**config.mk**
```make
export PLATFORM = sky130hd
export DESIGN_NAME = alu_exec_stage
export DESIGN_NICKNAME = d
export VERILOG_FILES = /design/src/rtl/alu_exec_stage_pkg.sv /design/src/rtl/alu_exec_stage_mul_iter_8.sv /design/src/rtl/alu_exec_stage.sv
export SDC_FILE = /design/constraint.sdc
export NUM_CORES = 1
export LEC_CHECK = 0
export ABC_AREA = 1
export BUFFER_PORTS_ARGS = -buffer_cell sky130_fd_sc_hd__buf_2
export CELL_PAD_IN_SITES_DETAIL_PLACEMENT = 1
export CELL_PAD_IN_SITES_GLOBAL_PLACEMENT = 2
export CORE_AREA = 5 5 140 142
export DETAILED_ROUTE_END_ITERATION = 16
export DIE_AREA = 0 0 145 147
export PLACE_DENSITY_LB_ADDON = 0.1
export SLEW_MARGIN = 25
export SYNTH_ARGS = -nofsm -noshare
export SYNTH_HDL_FRONTEND = slang
export SYNTH_SLANG_ARGS = --single-unit
```
**constraint.sdc**
```tcl
create_clock -name clk -period 2.4 [get_ports clk]
set_input_delay 0.36 -clock clk [delete_from_list [all_inputs] [get_ports clk]]
set_output_delay 0.36 -clock clk [all_outputs]
set_load 0.01 [all_outputs]
```
**src/rtl/alu_exec_stage_pkg.sv**
```systemverilog
// Shared definitions for the execute/writeback stage: default widths, opcode
// encodings and FSM state encoding.
package alu_exec_stage_pkg;

  localparam int unsigned DEF_DATA_WIDTH = 8;
  localparam int unsigned DEF_ADDR_WIDTH = 4;
  localparam int unsigned OPCODE_WIDTH   = 4;

  localparam logic [OPCODE_WIDTH-1:0] OP_NOP = 4'd0;
  localparam logic [OPCODE_WIDTH-1:0] OP_ADD = 4'd1;
  localparam logic [OPCODE_WIDTH-1:0] OP_SUB = 4'd2;
  localparam logic [OPCODE_WIDTH-1:0] OP_AND = 4'd3;
  localparam logic [OPCODE_WIDTH-1:0] OP_OR  = 4'd4;
  localparam logic [OPCODE_WIDTH-1:0] OP_XOR = 4'd5;
  localparam logic [OPCODE_WIDTH-1:0] OP_SLL = 4'd6;
  localparam logic [OPCODE_WIDTH-1:0] OP_SRL = 4'd7;
  localparam logic [OPCODE_WIDTH-1:0] OP_MOV = 4'd8;
  localparam logic [OPCODE_WIDTH-1:0] OP_MUL = 4'd9;

  typedef enum logic {
    ST_IDLE = 1'b0,
    ST_MUL  = 1'b1
  } state_e;

endpackage

```
**src/rtl/alu_exec_stage_mul_iter_8.sv**
```systemverilog
// Iterative shift-add unsigned multiplier: operands latched on start, one
// partial product accumulated per cycle for WIDTH cycles.
module mul_iter_8
  import alu_exec_stage_pkg::*;
#(
  parameter int unsigned WIDTH = DEF_DATA_WIDTH
) (
  input  logic                 clk,
  input  logic                 rst,
  input  logic                 start,
  input  logic [WIDTH-1:0]     a,
  input  logic [WIDTH-1:0]     b,
  output logic                 done,
  output logic [2*WIDTH-1:0]   product
);

  localparam int unsigned CNT_W = $clog2(WIDTH);

  logic                 running;
  logic [CNT_W-1:0]     cnt;
  logic [2*WIDTH-1:0]   mcand;
  logic [WIDTH-1:0]     mplier;
  logic [2*WIDTH-1:0]   acc;
  logic [2*WIDTH-1:0]   accNext;

  // done/product describe the final iteration so the caller can register the
  // result on the same edge that iteration completes.
  always_comb begin
    accNext = acc + (mplier[0] ? mcand : '0);
    done    = running && (cnt == CNT_W'(WIDTH - 1));
    product = accNext;
  end

  always_ff @(posedge clk) begin
    if (rst) begin
      running <= 1'b0;
      cnt     <= '0;
      mcand   <= '0;
      mplier  <= '0;
      acc     <= '0;
    end else if (start) begin
      running <= 1'b1;
      cnt     <= '0;
      mcand   <= (2*WIDTH)'(a);
      mplier  <= b;
      acc     <= '0;
    end else if (running) begin
      acc    <= accNext;
      mcand  <= mcand << 1;
      mplier <= mplier >> 1;
      cnt    <= cnt + CNT_W'(1);
      if (cnt == CNT_W'(WIDTH - 1)) begin
        running <= 1'b0;
      end
    end
  end

endmodule

```
**src/rtl/alu_exec_stage.sv**
```systemverilog
// Execute/writeback stage feeding the register file write port. Single-cycle
// ALU ops write on the accept edge; MUL stalls while mul_iter_8 iterates.
module alu_exec_stage
  import alu_exec_stage_pkg::*;
#(
  parameter int unsigned DATA_WIDTH = DEF_DATA_WIDTH,
  parameter int unsigned ADDR_WIDTH = DEF_ADDR_WIDTH
) (
  input  logic                    clk,
  input  logic                    rst,
  input  logic                    valid_i,
  output logic                    ready_o,
  input  logic [OPCODE_WIDTH-1:0] opcode_i,
  input  logic [ADDR_WIDTH-1:0]   rd_i,
  input  logic [DATA_WIDTH-1:0]   rs1Data_i,
  input  logic [DATA_WIDTH-1:0]   rs2Data_i,
  output logic                    writeEnable_o,
  output logic [ADDR_WIDTH-1:0]   regWrite_o,
  output logic [DATA_WIDTH-1:0]   dataWrite_o,
  output logic                    ovrflw_o,
  output logic                    busy_o
);

  localparam int unsigned MSB = DATA_WIDTH - 1;

  state_e                  state;
  state_e                  nextState;
  logic                    accept;
  logic                    mulStart;
  logic                    mulDone;
  logic [2*DATA_WIDTH-1:0] mulProduct;
  logic [ADDR_WIDTH-1:0]   mulRd;

  logic [DATA_WIDTH-1:0]   aluResult;
  logic                    aluOvf;
  logic                    aluWrites;
  logic [DATA_WIDTH-1:0]   sum;
  logic [DATA_WIDTH-1:0]   diff;
  logic [2:0]              shamt;

  logic                    weNext;
  logic [ADDR_WIDTH-1:0]   rdNext;
  logic [DATA_WIDTH-1:0]   dataNext;
  logic                    ovfNext;
  logic                    readyNext;
  logic                    busyNext;

  assign accept   = valid_i && ready_o;
  assign mulStart = accept && (state == ST_IDLE) && (opcode_i == OP_MUL);

  mul_iter_8 #(.WIDTH(DATA_WIDTH)) uMul (
    .clk     (clk),
    .rst     (rst),
    .start   (mulStart),
    .a       (rs1Data_i),
    .b       (rs2Data_i),
    .done    (mulDone),
    .product (mulProduct)
  );

  // Single-cycle datapath; aluWrites is low for NOP, MUL and undefined opcodes.
  always_comb begin
    aluResult = '0;
    aluOvf    = 1'b0;
    aluWrites = 1'b1;
    sum       = rs1Data_i + rs2Data_i;
    diff      = rs1Data_i - rs2Data_i;
    shamt     = rs2Data_i[2:0];
    case (opcode_i)
      OP_ADD: begin
        aluResult = sum;
        aluOvf    = (rs1Data_i[MSB] == rs2Data_i[MSB]) && (sum[MSB] != rs1Data_i[MSB]);
      end
      OP_SUB: begin
        aluResult = diff;
        aluOvf    = (rs1Data_i[MSB] != rs2Data_i[MSB]) && (diff[MSB] != rs1Data_i[MSB]);
      end
      OP_AND:  aluResult = rs1Data_i & rs2Data_i;
      OP_OR:   aluResult = rs1Data_i | rs2Data_i;
      OP_XOR:  aluResult = rs1Data_i ^ rs2Data_i;
      OP_SLL:  aluResult = rs1Data_i << shamt;
      OP_SRL:  aluResult = rs1Data_i >> shamt;
      OP_MOV:  aluResult = rs2Data_i;
      default: aluWrites = 1'b0;
    endcase
  end

  always_ff @(posedge clk) begin
    if (rst) begin
      state         <= ST_IDLE;
      ready_o       <= 1'b1;
      busy_o        <= 1'b0;
      writeEnable_o <= 1'b0;
      regWrite_o    <= '0;
      dataWrite_o   <= '0;
      ovrflw_o      <= 1'b0;
      mulRd         <= '0;
    end else begin
      state         <= nextState;
      ready_o       <= readyNext;
      busy_o        <= busyNext;
      writeEnable_o <= weNext;
      regWrite_o    <= rdNext;
      dataWrite_o   <= dataNext;
      ovrflw_o      <= ovfNext;
      if (mulStart) begin
        mulRd <= rd_i;
      end
    end
  end

  always_comb begin
    nextState = state;
    case (state)
      ST_IDLE: if (mulStart) nextState = ST_MUL;
      ST_MUL:  if (mulDone)  nextState = ST_IDLE;
      default: nextState = ST_IDLE;
    endcase
  end

  // Write payload holds its last value whenever no strobe is issued.
  always_comb begin
    weNext    = 1'b0;
    rdNext    = regWrite_o;
    dataNext  = dataWrite_o;
    ovfNext   = ovrflw_o;
    readyNext = (nextState == ST_IDLE);
    busyNext  = (nextState == ST_MUL);
    case (state)
      ST_IDLE: begin
        if (accept && aluWrites) begin
          weNext   = 1'b1;
          rdNext   = rd_i;
          dataNext = aluResult;
          ovfNext  = aluOvf;
        end
      end
      ST_MUL: begin
        if (mulDone) begin
          weNext   = 1'b1;
          rdNext   = mulRd;
          dataNext = mulProduct[DATA_WIDTH-1:0];
          ovfNext  = |mulProduct[2*DATA_WIDTH-1:DATA_WIDTH];
        end
      end
      default: ;
    endcase
  end

endmodule
```
# After elaboration in Yosys (flattened, before gate mapping)
# Index checks and enable logic that the tools add are counted.
[totals] ff_bits=64 wordCells=78 out_inout_bits=16
[classes] add_sub_neg=4 muxes=26 eq_ne=16 shift=2 reduce_logical=12 n_bitwise=5
[op_table] operator="8-bit case mux with 8 select lines" n=1
[op_table] operator="8-bit 2-to-1 mux" n=6
[op_table] operator="16-bit adder" n=1
[op_table] operator="4-bit by 3-bit equality test with 1-bit output, second input constant" n=4
[op_table] operator="16-bit 2-to-1 mux" n=1
[op_table] operator="8-bit case mux with 2 select lines" n=1
[op_table] operator="8-bit OR reduction" n=2
[op_table] operator="1-bit 2-to-1 mux" n=10
[op_table] operator="8-bit adder" n=1
[op_table] operator="8-bit bitwise AND" n=1
[op_table] operator="4-bit by 2-bit equality test with 1-bit output, second input constant" n=2
[op_table] operator="4-bit equality test, second input constant" n=2
[op_table] operator="4-bit 2-to-1 mux" n=2
[op_table] operator="8-bit OR" n=1
[op_table] operator="1-bit case mux with 2 select lines" n=4
[op_table] operator="4-bit case mux with 2 select lines" n=1
[op_table] operator="8-bit by 3-bit left shift with 8-bit output" n=1
[op_table] operator="8-bit by 3-bit right shift with 8-bit output" n=1
[op_table] operator="8-bit subtractor" n=1
[op_table] operator="8-bit XOR" n=1
[op_table] operator="1-bit logical AND" n=7
[op_table] operator="4-bit by 1-bit equality test with 1-bit output, second input constant" n=1
[op_table] operator="2-bit by 1-bit != test with 1-bit output, second input constant" n=2
[op_table] operator="3-bit by 1-bit adder with 3-bit output, second input constant" n=1
[op_table] operator="other kinds (7)" n=10

# Depth between registers and ports, before layout
[depth] word_depth=6 depth_mapped=19 mapped_depth_nobuf=17

# Modules after synthesis
# A second synthesis with hierarchy kept.
[unflattened] hier_cells=871 area_unflattened_um2=5297.6
[modules_own_cells] module="mul_iter_8" n_inst=1 area_per_inst_um2=2788.9 seq_area_each_um2=880.8 cells_per_inst=433
[modules_own_cells] module="alu_exec_stage" n_inst=1 area_per_inst_um2=2508.7 seq_area_each_um2=400.4 cells_per_inst=438

# Worst setup path before layout
# OpenSTA, ideal clock, no wires.
[synth_path] path_kind="register to register" from="register uMul.mplier[0]" to="register ovrflw_o" t_arrival_ns=2.173 n_path_buf=2 setup_slack_ns=0.113 period_less_slack_ns=2.287 path_stages_with_launch=18 path_cell_list="dfxtp_1 clkbuf_1 clkbuf_1 nand2_1 inv_1 ha_1 fa_1 nand2_1 nand2_1 nand3_1 nand2_1 nand2_1 nand2_1 xor2_1 nor2_1 nand2_1 nand3_1 nand2_1"
[synth_between] elab_chain_cells=5
[synth_lines] item="start, declared" line="alu_exec_stage_mul_iter_8.sv:22" rtl="logic [WIDTH-1:0] mplier;"
[synth_lines] item="start signal, assigned" line="alu_exec_stage_mul_iter_8.sv:50" rtl="mplier <= mplier >> 1;"
[synth_lines] item="16-bit 2-to-1 mux" line="alu_exec_stage_mul_iter_8.sv:29" rtl="accNext = acc + (mplier[0] ? mcand : '0);"
[synth_lines] item="16-bit adder" line="alu_exec_stage_mul_iter_8.sv:29"
[synth_lines] item="8-bit OR reduction" line="alu_exec_stage.sv:143" rtl="ovfNext = |mulProduct[2*DATA_WIDTH-1:DATA_WIDTH];"
[synth_lines] item="1-bit 2-to-1 mux" line="alu_exec_stage.sv:139" rtl="if (mulDone) begin"
[synth_lines] item="1-bit case mux with 2 select lines" line="alu_exec_stage.sv:129" rtl="case (state)"
[synth_lines] item="end signal, assigned" line="alu_exec_stage.sv:105" rtl="ovrflw_o <= ovfNext;"
[synth_lines] item="end, declared" line="alu_exec_stage.sv:20" rtl="output logic ovrflw_o,"
# No other way between the ends. The select of a mux whose other input is x is not followed.
# A chain may end at the register's enable or synchronous reset.

# Final worst setup path
# Same ends and word-level chain as after synthesis.

==> flow_summary.toml <==
[status]
outcome = "completed"

[run]
maxCapViolCount = 0

[synth]
ys_dominant_reg_cell = "dfxtp_1"
syn_std_cell_area_sq_um = 5360
synth-async-reset-ratio = 0
ys_seq_area_frac = 0.239
yosysUniqueCellTypes = 46
ys_seq_elements = 64
synthesis.area_per_instance_sq_um = 6.23
ys_warn_count = 0
synth_nets = 932
synth-edff-count = 0
synth_cells = 860

[timing]
rsz0062_at_grt = "false"
fin_skew_ns = 0.00891
tns_ns = 0
setup-violations-final = 0
finalWorstPathRequiredPeriod_ns = 2.20
slew_headroom = 0.663
worstMarginPinSlew_ns = 0.504
finalHoldViolCount = 0
fmax_mhz = 455
timing_max_transition_violations_final = 0
final_min_period_over_clock_period = 0.916

[drt]
drt.antenna.violating_nets = 0
drtPass1Iterations = 4
drc_errors = 0
wire_per_inst_microns = 17.5
drt-vias-per-instance = 5.00
drt-initial-drc-count = 217
routed-via-count = 5732
wl_microns = 20100

[floorplan]
site_row_count = 50
core-area_sq_um = 18300
die_height_microns = 147
io_pins = 43
die_width_microns = 145
die_area_sq_um = 21300
initial_utilization = 0.292

[grt]
grt_start_max_net_pins = 27
grt_remaining_overflow = 0
grt_pass1_wl_microns = 32800
grt_antenna_before_repair = 0
grt_pass1_vias = 6059
grt_util_all_layers = 0.190

[setup_path]
cp_cell_sequence = "buf_12 > nand2_1 > inv_1 > ha_2 > nand2_1 > inv_1 > nand2_1 > nand2_1 > a21oi_1 > nand3_1 > nand2_1 > nand2_1 > nor2_2 > nand2_1 > nand3_1 > nand2_1"
cell_type_group_with_the_largest_total_delay_on_the_critical_path = "simple AND/OR/NAND/NOR gates"
cp.buffers_inverters = 3
cp-endpoint = "ovrflw_o"
cp-end-kind = "flop"
worstPathRequired_ns = 2.63
path_max_fanout = 9
critical_path.reg2reg.endpoint = "ovrflw_o"
critical_path_depth = 16
startpoint = "uMul.mplier[0]"
critical_path.slowest_cell = "dfxtp_2"
crit_top_cell = "nand2_1"
cp-start-kind = "flop"
timing.setup.critical_path_class = "reg2reg"
cp_data_arrival_time_ns = 2.43
rrSetupSlack_ns = 0.20
timing.reg2reg.worst_path_depth = 16
max_stage_delay_ns = 0.39
crit-reg2reg-launch = "uMul.mplier[0]"

[final_layout]
syn_to_final_growth_pct = 15.6
layout.cells.most_common = "nand2_1"
n_fill_cell = 2393
fin_util = 0.338
layout.cells.most_common_list = "nand2_1, inv_1, nor2_1"
insertedDiodeCount = 0
post_route_cells_drive_above_1_share = 0.138
num-nets-final = 980

[placement]
place_hpwl_microns = 16300
routabilityCongestion = 0.892
io_buffers = 42

[clock_network]
tritoncts = "done"
clk_pin_slew_worst_paths_ns = 0.06
cts_buffers = 9
ctsHtreeMaxLevel = 3
worstSkewPairLatency_ns = 0.33
cts-root-buf = "clkbuf_16"
post-cts-setup-buffers = 0
cts_sinks = 64
ctsLongestPathBuffers = 2
postCtsResizedCells = 0
cts.hold.buffers_added = 0

[pwr]
total_leakage_power_nw = 3.16
vdd.ir_drop.worst_v = 0.000307
powerDensity_nw_per_um2 = 479

[worst_hold_path]
hp-class = "in2reg"
[how the worst min path moves through the flow]
stage	start	end	slack (ns)	cells past startpoint
3_3_place_gp	uMul.mcand[15]	uMul.mcand[15]	0.45	2
5_1_grt	rd_i[1]	mulRd[1]	0.32	3
6_report	rd_i[3]	regWrite_o[3]	0.30	3
2_1_floorplan	uMul.mplier[7]	uMul.mplier[7]	0.44	2
4_1_cts	rd_i[1]	regWrite_o[1]	0.29	3
3_5_place_dp	uMul.acc[0]	uMul.acc[0]	0.46	2
[flip-flops by register name (all words and copies together) (netlist names)]
name / count
uMul.cnt: 3
uMul.acc: 16
regWrite_o: 4
writeEnable_o: 1
ready_o: 1
state: 1
uMul.mcand: 16
uMul.mplier: 8
mulRd: 4
ovrflw_o: 1
dataWrite_o: 8
uMul.running: 1
[area by class of cell]
| class | instances | area [sq um] | share of cell area |
|---|---|---|---|
| repair buffers | 70 | 433 | 0.0699 |
| clock inverters | 5 | 37.5 | 0.00606 |
| multi-input cells | 651 | 3470 | 0.560 |
| inverters | 112 | 425 | 0.0687 |
| well taps | 234 | 293 | 0.0473 |
| clock buffers | 11 | 253 | 0.0408 |
| flip-flops and latches | 64 | 1280 | 0.207 |
[through the flow]
stage               hold slack, ns  cells  instance area (sq um)  power, W  setup slack [ns]
floorplan                    0.439    860                   5360   0.00148             0.113
global placement             0.450   1131                   5870   0.00170             0.120
detailed placement           0.464   1131                   5870   0.00171            0.0806
CTS                          0.294   1147                   6160   0.00300            0.0629
global route                 0.322   1147                   6190   0.00310            0.0156
finish                       0.304   1147                   6190   0.00296             0.202
[where the power goes]
group,internal [W],switching (W),total [W]
Clock,0.000761,0.000518,0.00128
Sequential,0.00109,0.0000198,0.00111
Combinational,0.000192,0.000380,0.000572
Total,0.00205,0.000918,0.00296
[logic make-up (layout without fill, tap and decap cells)]
family,Yosys count,after routing,share of synthesized area
muxes,1,1,0.00187
and+or+nand+nor,443,443,0.353
buffers and inverters,145,198,0.118
xor gates and xnor gates,11,11,0.0180
DFF,64,64,0.239
adders and majority gates,45,45,0.109
AOI/OAI and AO/OA,151,151,0.160
[worst min-delay path, stage by stage]
cell	delay (ns)
buf_2	0.10
nand2_1	0.05
a31oi_1	0.07
[synthesized netlist by cell type (10+ instances only)]
| cell type | n | area share |
|---|---|---|
| nand2_1 | 259 | 0.18 |
| inv_1 | 103 | 0.072 |
| nor2_1 | 78 | 0.055 |
| nand3_1 | 71 | 0.066 |
| dfxtp_1 | 64 | 0.24 |
| a21oi_1 | 54 | 0.050 |
| ha_1 | 42 | 0.098 |
| o21ai_0 | 36 | 0.034 |
| o21ai_1 | 16 | 0.015 |
| a31oi_1 | 13 | 0.015 |
| o211ai_1 | 12 | 0.017 |
| buf_2 | 11 | 0.010 |
| nand4_1 | 10 | 0.012 |
[routing by layer]
metal / part of all wire / track usage
met2: 0.45 / 0.306
met1: 0.51 / 0.265
met3: 0.027 / 0.0290
met4: 0.019 / 0.0532
met5: 0 / 0
Note: power is estimated with default switching activity, not from simulation.
